**config.mk**
```make
export PLATFORM = sky130hd
export DESIGN_NAME = pll_lock_supervisor_flat
export DESIGN_NICKNAME = d
export VERILOG_FILES = /design/src/rtl/pll_lock_supervisor_if.sv /design/src/rtl/pll_lock_supervisor.sv /design/src/flat_wrapper.sv
export SDC_FILE = /design/constraint.sdc
export NUM_CORES = 1
export LEC_CHECK = 0
export ABC_AREA = 1
export CAP_MARGIN = 20
export CORE_ASPECT_RATIO = 0.8
export CORE_UTILIZATION = 45
export CTS_CLUSTER_SIZE = 24
export DETAILED_ROUTE_END_ITERATION = 7
export MAX_ROUTING_LAYER = met4
export PLACE_DENSITY_LB_ADDON = 0.05
export SLEW_MARGIN = 15
export SYNTH_ARGS = -nofsm -noshare
export SYNTH_HDL_FRONTEND = slang
export SYNTH_SLANG_ARGS = --single-unit
```
**constraint.sdc**
```tcl
create_clock -name clk -period 3.1 [get_ports clk]
set_clock_uncertainty 0.05 [all_clocks]
set_input_delay 0.62 -clock clk [delete_from_list [all_inputs] [get_ports clk]]
set_output_delay 0.62 -clock clk [all_outputs]
set_load 0.01 [all_outputs]
```
**src/rtl/pll_lock_supervisor_if.sv**
```systemverilog
// Signal bundle between the PLL lock supervisor and its surroundings.
// The master side is the supervisor: it samples lock/restart and drives the reset/status outputs.
interface pll_lock_supervisor_if #(
    parameter int unsigned CNT_W = 8
);
    logic             pll_locked;
    logic             restart;
    logic             pll_areset;
    logic             sys_rst_n;
    logic             pll_ok;
    logic             pll_fail;
    logic [3:0]       retry_cnt;
    logic [CNT_W-1:0] lol_count;
    logic [2:0]       state;

    modport master (
        input  pll_locked, restart,
        output pll_areset, sys_rst_n, pll_ok, pll_fail, retry_cnt, lol_count, state
    );

    modport slave (
        output pll_locked, restart,
        input  pll_areset, sys_rst_n, pll_ok, pll_fail, retry_cnt, lol_count, state
    );
endinterface

```
**src/rtl/pll_lock_supervisor.sv**
```systemverilog
// PLL reset sequencer: pulses areset, waits for lock with timeout/retries, qualifies lock stability,
// then releases the downstream reset; loss of lock re-arms the PLL and is counted.
module pll_lock_supervisor #(
    parameter int unsigned ARESET_CYCLES = 16,
    parameter int unsigned LOCK_TIMEOUT  = 65536,
    parameter int unsigned STABLE_CYCLES = 1024,
    parameter int unsigned MAX_RETRIES   = 4,
    parameter int unsigned CNT_W         = 8
) (
    input  logic                 clk,
    input  logic                 rst_n,
    pll_lock_supervisor_if.master bus
);

    localparam int unsigned TMAX_A = (ARESET_CYCLES > LOCK_TIMEOUT) ? ARESET_CYCLES : LOCK_TIMEOUT;
    localparam int unsigned TMAX   = (TMAX_A > STABLE_CYCLES) ? TMAX_A : STABLE_CYCLES;
    localparam int unsigned TW     = (TMAX <= 2) ? 1 : $clog2(TMAX);

    typedef enum logic [2:0] {
        ST_RST_PLL   = 3'd0,
        ST_WAIT_LOCK = 3'd1,
        ST_STABLE    = 3'd2,
        ST_RUN       = 3'd3,
        ST_FAIL      = 3'd4
    } state_t;

    state_t           r_state;
    state_t           w_state_nxt;
    logic             r_sync1;
    logic             r_sync2;
    logic [TW-1:0]    r_timer;
    logic [TW-1:0]    w_timer_nxt;
    logic [3:0]       r_retry;
    logic [3:0]       w_retry_nxt;
    logic [CNT_W-1:0] r_lol;
    logic [CNT_W-1:0] w_lol_nxt;
    logic             r_pll_areset;
    logic             r_sys_rst_n;
    logic             r_pll_ok;
    logic             r_pll_fail;
    logic [2:0]       r_state_dbg;
    logic             w_locked_s;
    logic             w_areset_done;
    logic             w_lock_timeout;
    logic             w_stable_done;

    assign w_locked_s     = r_sync2;
    assign w_areset_done  = (r_timer == TW'(ARESET_CYCLES - 1));
    assign w_lock_timeout = (r_timer == TW'(LOCK_TIMEOUT - 1));
    assign w_stable_done  = (r_timer == TW'(STABLE_CYCLES - 1));

    // pll_locked comes from the PLL's own clock domain
    always_ff @(posedge clk) begin
        if (!rst_n) begin
            r_sync1 <= 1'b0;
            r_sync2 <= 1'b0;
        end else begin
            r_sync1 <= bus.pll_locked;
            r_sync2 <= r_sync1;
        end
    end

    always_ff @(posedge clk) begin
        if (!rst_n) begin
            r_state <= ST_RST_PLL;
            r_timer <= '0;
            r_retry <= '0;
            r_lol   <= '0;
        end else begin
            r_state <= w_state_nxt;
            r_timer <= w_timer_nxt;
            r_retry <= w_retry_nxt;
            r_lol   <= w_lol_nxt;
        end
    end

    // restart beats every other transition, including a loss of lock in RUN
    always_comb begin
        w_state_nxt = r_state;
        w_retry_nxt = r_retry;
        w_lol_nxt   = r_lol;
        if (bus.restart) begin
            w_state_nxt = ST_RST_PLL;
            w_retry_nxt = '0;
        end else begin
            case (r_state)
                ST_RST_PLL: begin
                    if (w_areset_done) w_state_nxt = ST_WAIT_LOCK;
                end
                ST_WAIT_LOCK: begin
                    if (w_locked_s) begin
                        w_state_nxt = ST_STABLE;
                    end else if (w_lock_timeout) begin
                        if (r_retry == 4'(MAX_RETRIES)) begin
                            w_state_nxt = ST_FAIL;
                        end else begin
                            w_retry_nxt = r_retry + 4'd1;
                            w_state_nxt = ST_RST_PLL;
                        end
                    end
                end
                ST_STABLE: begin
                    if (!w_locked_s) begin
                        w_state_nxt = ST_WAIT_LOCK;
                    end else if (w_stable_done) begin
                        w_state_nxt = ST_RUN;
                        w_retry_nxt = '0;
                    end
                end
                ST_RUN: begin
                    if (!w_locked_s) begin
                        w_state_nxt = ST_RST_PLL;
                        if (r_lol != {CNT_W{1'b1}}) w_lol_nxt = r_lol + CNT_W'(1);
                    end
                end
                ST_FAIL: begin
                    w_state_nxt = ST_FAIL;
                end
                default: begin
                    w_state_nxt = ST_RST_PLL;
                end
            endcase
        end
        w_timer_nxt = (bus.restart || (w_state_nxt != r_state)) ? '0 : r_timer + TW'(1);
    end

    // Moore output decode, one register stage behind the state register
    always_ff @(posedge clk) begin
        if (!rst_n) begin
            r_pll_areset <= 1'b1;
            r_sys_rst_n  <= 1'b0;
            r_pll_ok     <= 1'b0;
            r_pll_fail   <= 1'b0;
            r_state_dbg  <= 3'(ST_RST_PLL);
        end else begin
            r_pll_areset <= (r_state == ST_RST_PLL) || (r_state == ST_FAIL);
            r_sys_rst_n  <= (r_state == ST_RUN);
            r_pll_ok     <= (r_state == ST_RUN);
            r_pll_fail   <= (r_state == ST_FAIL);
            r_state_dbg  <= r_state;
        end
    end

    assign bus.pll_areset = r_pll_areset;
    assign bus.sys_rst_n  = r_sys_rst_n;
    assign bus.pll_ok     = r_pll_ok;
    assign bus.pll_fail   = r_pll_fail;
    assign bus.retry_cnt  = r_retry;
    assign bus.lol_count  = r_lol;
    assign bus.state      = r_state_dbg;

endmodule

```
**src/flat_wrapper.sv**
```systemverilog
// flat-port wrapper written by rule: the top's interface ports become plain ports
module pll_lock_supervisor_flat 
#(
    parameter int unsigned ARESET_CYCLES = 16,
    parameter int unsigned LOCK_TIMEOUT  = 65536,
    parameter int unsigned STABLE_CYCLES = 1024,
    parameter int unsigned MAX_RETRIES   = 4,
    parameter int unsigned CNT_W         = 8
)
  (clk, rst_n, bus_pll_locked, bus_restart, bus_pll_areset, bus_sys_rst_n, bus_pll_ok, bus_pll_fail, bus_retry_cnt, bus_lol_count, bus_state);
  pll_lock_supervisor_if #(.CNT_W(CNT_W)) bus_i ();
  input  logic clk;
  input  logic rst_n;
  input wire logic [$bits(bus_i.pll_locked)-1:0] bus_pll_locked;
  input wire logic [$bits(bus_i.restart)-1:0] bus_restart;
  output wire logic [$bits(bus_i.pll_areset)-1:0] bus_pll_areset;
  output wire logic [$bits(bus_i.sys_rst_n)-1:0] bus_sys_rst_n;
  output wire logic [$bits(bus_i.pll_ok)-1:0] bus_pll_ok;
  output wire logic [$bits(bus_i.pll_fail)-1:0] bus_pll_fail;
  output wire logic [$bits(bus_i.retry_cnt)-1:0] bus_retry_cnt;
  output wire logic [$bits(bus_i.lol_count)-1:0] bus_lol_count;
  output wire logic [$bits(bus_i.state)-1:0] bus_state;
  assign bus_i.pll_locked = bus_pll_locked;
  assign bus_i.restart = bus_restart;
  assign bus_pll_areset = bus_i.pll_areset;
  assign bus_sys_rst_n = bus_i.sys_rst_n;
  assign bus_pll_ok = bus_i.pll_ok;
  assign bus_pll_fail = bus_i.pll_fail;
  assign bus_retry_cnt = bus_i.retry_cnt;
  assign bus_lol_count = bus_i.lol_count;
  assign bus_state = bus_i.state;
  pll_lock_supervisor #(.ARESET_CYCLES(ARESET_CYCLES), .LOCK_TIMEOUT(LOCK_TIMEOUT), .STABLE_CYCLES(STABLE_CYCLES), .MAX_RETRIES(MAX_RETRIES), .CNT_W(CNT_W)) u_core (.clk(clk), .rst_n(rst_n), .bus(bus_i));
endmodule
```
# Yosys cells after proc, flatten, opt, wreduce, memory -nomap -nowiden
# Index checks and enable logic that the tools add are counted.
[word_totals]
ff_bits = 39
in_bits = 4
out_inout_bits = 19
word_cells = 54
[classes]
n_reduce_logical = 8
n_bitwise = 3
eq_ne = 15
n_addsub = 3
mux = 15
[op_table]
columns = ["cell", "count"]
rows = [
  ["$mux 3", 8],
  ["$mux 4", 5],
  ["$add 16x1->16 const B", 1],
  ["$eq 16x10->1 const B", 1],
  ["$eq 16x16->1 const B", 1],
  ["$eq 16x4->1 const B", 1],
  ["$pmux 3 s5", 1],
  ["$add 8x1->8 const B", 1],
  ["$ne 8x8->1 const B", 1],
  ["$pmux 4 s2", 1],
  ["$eq 3x2->1 const B", 2],
  ["$ne 2x1->1 const B", 3],
  ["$reduce_and 6->1", 1],
  ["$add 4x1->4 const B", 1],
  ["$eq 4x3->1 const B", 1],
  ["$ne 2x2->1 const B", 2],
  ["$reduce_and 4->1", 1],
  ["$reduce_or 2->1", 2],
  ["$eq 3x1->1 const B", 1],
  ["$eq 3x3->1 const B", 1],
  ["$logic_not 3->1", 1],
  ["$ne 3x3->1", 1],
  ["$not 1->1", 3],
  ["$logic_or 1x1->1", 2],
  ["$reduce_bool 2->1", 1],
]

# Longest topological paths before layout
# Gate-level depths: netlist of the first run.
[depth]
word_depth = 9
mapped_depth = 14
depth_no_buf = 13

# Worst setup path after synthesis of the first run
# Ideal clock, no wire load.
[synth_timing]
path_kind = "register -> register"
startpoint = "register u_core.r_timer[0]"
endpoint = "register u_core.r_timer[2]"
required_time_ns = 2.929
stages_incl_launch_ff = 14
path_slack_ns = 1.305
period_less_slack_ns = 1.795
setup_ns = 0.121
arrival_time_ns = 1.624
cell_sequence = "dfxtp_1 -> ha_1 -> nand2_1 -> nor2_2 -> nand2_4 -> nor2_4 -> nand2_2 -> nand2_1 -> inv_1 -> nand2_2 -> nand3_1 -> nand3_4 -> buf_12 -> nor2_4"
[synth_via]
elab_chain_len = 8
elab_cells_between_ends = 14
[synth_lines]
columns = ["item", "line", "rtl"]
rows = [
  ["from (decl)", "pll_lock_supervisor.sv:31", "logic [TW-1:0] r_timer;"],
  ["from (signal assigned)", "pll_lock_supervisor.sv:71", "r_timer <= w_timer_nxt;"],
  ["$eq 16x10->1 or $eq 16x16->1 (tied branches)", "pll_lock_supervisor.sv:50, pll_lock_supervisor.sv:49", ""],
  ["$mux 3 (on tied branches)", "pll_lock_supervisor.sv:105, pll_lock_supervisor.sv:93", ""],
  ["$mux 3 (on tied branches)", "pll_lock_supervisor.sv:103, pll_lock_supervisor.sv:91", ""],
  ["$pmux 3 s5", "pll_lock_supervisor.sv:86", "case (r_state)"],
  ["$mux 3", "pll_lock_supervisor.sv:82", "if (bus.restart) begin"],
  ["$ne 3x3->1", "pll_lock_supervisor.sv:124", "w_timer_nxt = (bus.restart || (w_state_nxt != r_state)) ? '0 : r_timer + TW'(1);"],
  ["$logic_or 1x1->1", "pll_lock_supervisor.sv:124", ""],
  ["$reduce_or 2->1 (no line)", "--", ""],
]
# Several ways; a longest one is shown, not always the timed one.
# A chain may end at the register's enable or synchronous reset.

# Worst setup path in the final report of the first run
[layout_timing]
startpoint = "input rst_n"
endpoint = "register u_core.r_timer[15]"
[layout_via]
elab_chain_len = 2
[layout_lines]
columns = ["item", "line", "rtl"]
rows = [
  ["from (decl)", "flat_wrapper.sv:13", "input logic rst_n;"],
  ["$not 1->1 (no line)", "--", ""],
  ["$reduce_or 2->1 (no line)", "--", ""],
]
# Every way passes these cells.

==> results of run 1 <==
routing by layer:
| metal | vias to the layer above | share of wire, % | track usage, % | routed length [um] |
|---|---|---|---|---|
| met1 | 702 | 55 | 23.9 | 2060 |
| met4 | 0 | 1.1 | 6.47 | 41 |
| met5 | - | 0 | - | 0 |
| li1 | 895 | - | - | - |
| met2 | 28 | 39 | 26.3 | 1460 |
| met3 | 5 | 4.3 | 3.94 | 158 |
worst max-delay path by stage:
stage / startpoint / endpoint / cells past startpoint
CTS: rst_n / u_core.r_timer[15]$_SDFF_PP0_ / 9
global route: rst_n / u_core.r_timer[8]$_SDFF_PP0_ / 9
global placement: rst_n / u_core.r_timer[15]$_SDFF_PP0_ / 9
floorplan: u_core.r_timer[0]$_SDFF_PP0_ / u_core.r_timer[2]$_SDFF_PP0_ / 13
detailed placement: rst_n / u_core.r_timer[15]$_SDFF_PP0_ / 9
finish: rst_n / u_core.r_timer[15]$_SDFF_PP0_ / 9
power by group:
part	switching (uW)	internal [uW]	total [uW]
clock network	164	203	367
registers	2.44	503	506
logic	18.0	10.2	28.2
total	185	716	901
stage by stage:
stage	utilization [%]	worst slack, ns	hold slack, ns
final	56.3	0.888	0.368
after floorplan	-	1.30	0.340
after CTS	56.3	0.846	0.371
after global placement	54.0	0.652	0.346
after global routing	56.3	0.624	0.413
after detailed placement	54.0	0.548	0.353
state kept, by name, summed over array words and instances, names as in the netlist, 3 cells and up:
signal,flops
u_core.bus.lol_count,8
u_core.bus.retry_cnt,4
u_core.bus.state,3
u_core.r_state,3
u_core.r_timer,16
critical path: cells and delay by family:
kind | cells | cell delay, ns
and+or+nand+nor | 4 | 0.83
buffers and inverters | 3 | 0.68
AOI/OAI and AO/OA | 2 | 0.24
Yosys cell counts (all sizes together) (2+ instances only):
cell	number	area [sq um]
a21oi	13	65.1
nor3	2	10.0
nand2	51	216
dfxtp	39	781
buf	2	27.5
xor2	9	78.8
ha	4	50.1
xnor2	6	52.6
nor2	62	353
nor4	2	12.5
nand3	22	128
inv	42	158
nand4	3	18.8
o21ai	8	40.0
cell type report:
| class | count | area share, % |
|---|---|---|
| timing repair buffer | 23 | 9.50 |
| clock buffer | 8 | 4.18 |
| tap | 57 | 2.97 |
| sequential | 39 | 32.6 |
| inverter | 42 | 6.58 |
| multi-input combinational | 187 | 44.2 |
logic make-up (layout without fill, tap and decap cells):
logic type | after synthesis | count (layout)
DFF | 39 | 39
and+or+nand+nor | 143 | 143
AOI/OAI and AO/OA | 25 | 25
adders and majority gates | 4 | 4
buffers and inverters | 45 | 73
xor gates and xnor gates | 15 | 15
==> out/results.ini, run 1 <==
[timing]
slew_headroom_pct=73.6
setup_violations=0
rsz0062_at_grt=false
setup_tns_ns=0
fin_crit_sh_pct=71.4
drv_slew=0
min_period_ns=2.21
finalHoldViolations=0
fmaxAchievable_ghz=0.452
worst_pin_slew_ns=0.396

[global_route]
grt_use_total_pct=17.7
grt_max_degree=17
overflow=0
grt_pass1_wl_um=6250
grt_pass1_vias=1410
grt_antenna_before_repair=0

[critical_path]
rr_worst_depth=9
slowest_stage=clkdlybuf4s50_1
critPathRequiredTime_ns=3.26
crit_path_end_kind=flop
crit_type=input port to flop
start_kind=input port
crit_chain=clkdlybuf4s50_1 > inv_1 > nor2_1 > inv_1 > a21oi_1 > o31ai_1 > nor2_4 > nand3_4 > nor2_1
reg2reg_to=u_core.r_timer[15]$_SDFF_PP0_
crit_fanout=16
r2r-start=u_core.r_timer[0]$_SDFF_PP0_
crit_arrival_ns=2.37
cp_slowest_stage_delay_ns=0.47
ff2ff_setup_slack_ns=0.93

[routing]
totalWireLength_um=3710
ant_nets=0
post-route-drc-count=0
avgViaCountPerCell=4.58
drt_iter0_drc=64
drt-pass1-iter-count=6
wl_per_cell_um=10.4
dr_total_vias=1630

[yosys]
synth-edff-count=0
synth_ff_type=dfxtp_1
synth_xor_area_share_pct=6.47
syn_area_sq_um=2030
ys_warn_count=0
synth.area.mux_share_pct=0
synth-seq-cells=39
syn_inst=271
yosysSeqAreaShare_pct=38.5
syn_avg_cell_area_sq_um=7.49
synth_nets=279
synth_top_family_by_area=simple AND/OR/NAND/NOR gates
synthAdderAreaFrac_pct=2.47
synth-simple-area-share_pct=36.7
synth_compound_area_share_pct=6.60
synth.distinct_cells=29
async_reset_ff_share_pct=0

[power]
leakage_uw=0.000911
totalPowerFinal_uw=901
peakVddDrop_v=0.000278
powerDensity_nw_per_um2=376

[finish]
final_common_cell=nand2_1
mostFrequentLayoutCells=nand2_1, nor2_1, inv_1, dfxtp_1, clkdlybuf4s50_1
area_growth_pct=18.1
fillers=419
drive_gt1_share_pct=14.0
multi_input_area_sq_um=1060
final_cells=356
diodes=0
fin_nets=306
regArea_sq_um=781
design_area_sq_um=2400

[min_path]
worstHoldStart=u_core.r_sync1$_SDFF_PN0_
hp-class=flop to flop
min_to=u_core.r_sync2$_SDFF_PN0_
whs_path_depth=2

[placed_design]
gp_routability_congestion=0.761
portBuffers=22
place_area_sq_um=2300
placedCellCount=348
dp.final_hpwl_um=2840

[clock_network]
holdBufCountCts=0
htreeDepth=2
cts_buffers=5
cts_tree=built
insertion_delay_ns=0.28
clkTransAtPathRegs_ns=0.07
cts_setup_buffers=0
clockRootBuffer=clkbuf_8
cts.sinks=39
cts_buffer_depth=2
cts_resized=0

[floorplanning]
die_w_um=77.1
rows=21
core-area_sq_um=4260
die_area_sq_um=4780
start_util_pct=47.7
die_h_um=62.1
io_pins=23

[job]
timing.max_cap.violations=0

[status]
status=complete, no violations

Power figures use the tool's default switching activity.
==> run 2, diff against run 1 <==
==> constraint.sdc (replaced) <==
create_clock -name clk -period 1.85 [get_ports clk]
set_clock_uncertainty 0.05 [all_clocks]
set_input_delay 0.37 -clock clk [delete_from_list [all_inputs] [get_ports clk]]
set_output_delay 0.37 -clock clk [all_outputs]
set_load 0.01 [all_outputs]
==> run 2 against run 1 <==
  * Register-to-register slack got worse by 0.85 ns
  * Critical path depth grew 5
  * Sequential share of layout area down 3.8 points
  * Highest routed layer unchanged
  * Sequential power up 67%
==> out/results.ini, run 2 (synthesis gave the netlist of run 1 again) <==
[global_route]
grt_use_total_pct=19.1  ; +1.3 points
grt_antenna_before_repair=0  ; unchanged
grt_pass1_vias=1565  ; +11%
grt_max_degree=14  ; -3
grt_pass1_wl_um=6730  ; +7.6%
overflow=0  ; unchanged

[timing]
fin_crit_sh_pct=95.4
worst_pin_slew_ns=0.381  ; -0.0153 ns
rsz0062_at_grt=true
finalHoldViolations=0  ; unchanged
fmaxAchievable_ghz=0.567
drv_slew=0  ; unchanged
setup_violations=0  ; unchanged
slew_headroom_pct=74.4  ; +0.81 points
min_period_ns=1.77
whs_ns=0.359  ; -0.00968 ns

[clock_network]
cts_tree=built
holdBufCountCts=0  ; unchanged
insertion_delay_ns=0.29  ; about the same
clkTransAtPathRegs_ns=0.08  ; about the same
cts_buffers=5  ; unchanged
clockRootBuffer=clkbuf_8
htreeDepth=2  ; unchanged
cts_buffer_depth=2  ; unchanged
cts.sinks=39  ; unchanged

[critical_path]
crit_type=flop to flop
slowest_stage=dfxtp_4
crit_family=simple AND/OR/NAND/NOR gates
path_buf_inv=2  ; -1
crit_fanout=7  ; -9
start_kind=flop
crit_path_end_kind=flop
cp_slowest_stage_delay_ns=0.36  ; -0.11 ns
crit_chain=ha_4 > nand2_4 > nor2_4 > nand2_4 > nor2_4 > nand2_2 > nand2_1 > inv_1 > nand2_2 > nand2_2 > nand2_2 > nand3_4 > buf_12 > nor2_4
crit_arrival_ns=1.95  ; -0.42 ns
path_common_cell=nand2_2
critPathRequiredTime_ns=2.03  ; -1.23 ns

[finish]
final_common_cell=nand2_1
area_growth_pct=35.6
regArea_sq_um=791  ; +1.3%
multi_input_area_sq_um=1170  ; +10%
diodes=0  ; unchanged
fillers=383  ; -8.6%
drive_gt1_share_pct=26.6  ; +13 points
mostFrequentLayoutCells=nand2_1, inv_1, nor2_1, dfxtp_1, nor2_4
largest_register_ff_count=16  ; unchanged
regMostFlops=u_core.r_timer
fin_util_pct=64.6  ; +8.3 points
fin_nets=327  ; +6.9%

[power]
intPower_uw=1420  ; +98%
p_comb_share_pct=4.6  ; +1.5 points
p_clk_share_pct=48.0  ; +7.3 points
peakVddDrop_v=0.000489  ; +76%
p_switching_uw=364  ; +97%
sequentialPowerShare_pct=47.5  ; -8.6 points
swShare_pct=20.4  ; -0.068 points
leakage_uw=0.00106  ; +17%
powerDensity_nw_per_um2=648  ; +73%

[floorplanning]
die_area_sq_um=4780  ; unchanged
io_pins=23  ; unchanged
core-area_sq_um=4260  ; unchanged
die_w_um=77.1  ; unchanged
rows=21  ; unchanged
die_h_um=62.1  ; unchanged
start_util_pct=47.7  ; unchanged

[min_path]
hp-class=flop to flop

[routing]
dr_total_vias=1735  ; +6.4%
ant_nets=0  ; unchanged
post-route-drc-count=0  ; unchanged
avgViaCountPerCell=4.60  ; +0.51%
wl_per_cell_um=11.2  ; +7.5%
drt-pass1-iter-count=4  ; -2
totalWireLength_um=4230  ; +14%
drt_iter0_drc=63  ; -1.6%

[placed_design]
dp.final_hpwl_um=3010  ; +5.8%
gp_routability_congestion=0.826  ; +8.4%
portBuffers=22  ; unchanged

[status]
status=complete, no violations

[job]
timing.max_cap.violations=0  ; unchanged

[run 2: layer usage]
layer  wire (um)  global-route usage [%]
met1        2230                    24.6
met3         202                    4.82
met2        1740                    28.8
met4          54                    7.82
met5           0                       -
[run 2: timing repair]
action	in CTS	in global routing
setup endpoints to repair	0	22
gates resized for setup	0	33
buffers inserted	0	3
[run 2: path summary, 6_finish.rpt]
kind / cells after the start / startpoint / endpoint / slack [ns]
worst max-delay path: 14 / u_core.r_timer[1]$_SDFF_PP0_ / u_core.r_timer[0]$_SDFF_PP0_ / 0.08
worst min-delay path: 2 / u_core.r_sync1$_SDFF_PN0_ / u_core.r_sync2$_SDFF_PN0_ / 0.36
worst max register to register: 14 / u_core.r_timer[1]$_SDFF_PP0_ / u_core.r_timer[0]$_SDFF_PP0_ / 0.08
worst min register to register: 2 / u_core.r_sync1$_SDFF_PN0_ / u_core.r_sync2$_SDFF_PN0_ / 0.36
[run 2: cell type report]
| type | count | share of cell area (%) |
|---|---|---|
| Inverter | 42 | 5.73 |
| Sequential cell | 39 | 28.7 |
| Multi-Input combinational cell | 187 | 42.4 |
| Tap cell | 57 | 2.59 |
| Clock buffer | 5 | 2.50 |
| Clock inverter | 3 | 2.46 |
| Timing Repair Buffer | 44 | 15.6 |
[run 2: power groups by stage]
stage | sequential, uW | clock (uW) | combinational (uW)
after floorplan | 866 | 0 | 37.9
after global placement | 866 | 0 | 68.7
after detailed placement | 866 | 0 | 68.6
after CTS | 846 | 869 | 69.0
after global routing | 847 | 896 | 88.8
final | 847 | 855 | 82.0
[run 2: stage by stage]
step | worst slack, ns | power, uW | TNS, ns | std cells | cell area (sq um)
2_1_floorplan | 0.0548 | 904 | 0 | 271 | 2030
3_3_place_gp | -0.0694 | 934 | -0.987 | 365 | 2450
3_5_place_dp | -0.109 | 934 | -1.50 | 365 | 2450
4_1_cts | 0.00822 | 1780 | 0 | 373 | 2590
5_1_grt | -0.0262 | 1830 | -0.262 | 377 | 2750
6_report | 0.0850 | 1780 | 0 | 377 | 2750
[run 2: tightest hold or removal path: stages (launching register included)]
cell and delay, ns:
dfxtp_1 0.31, nand2_1 0.04, inv_1 0.04
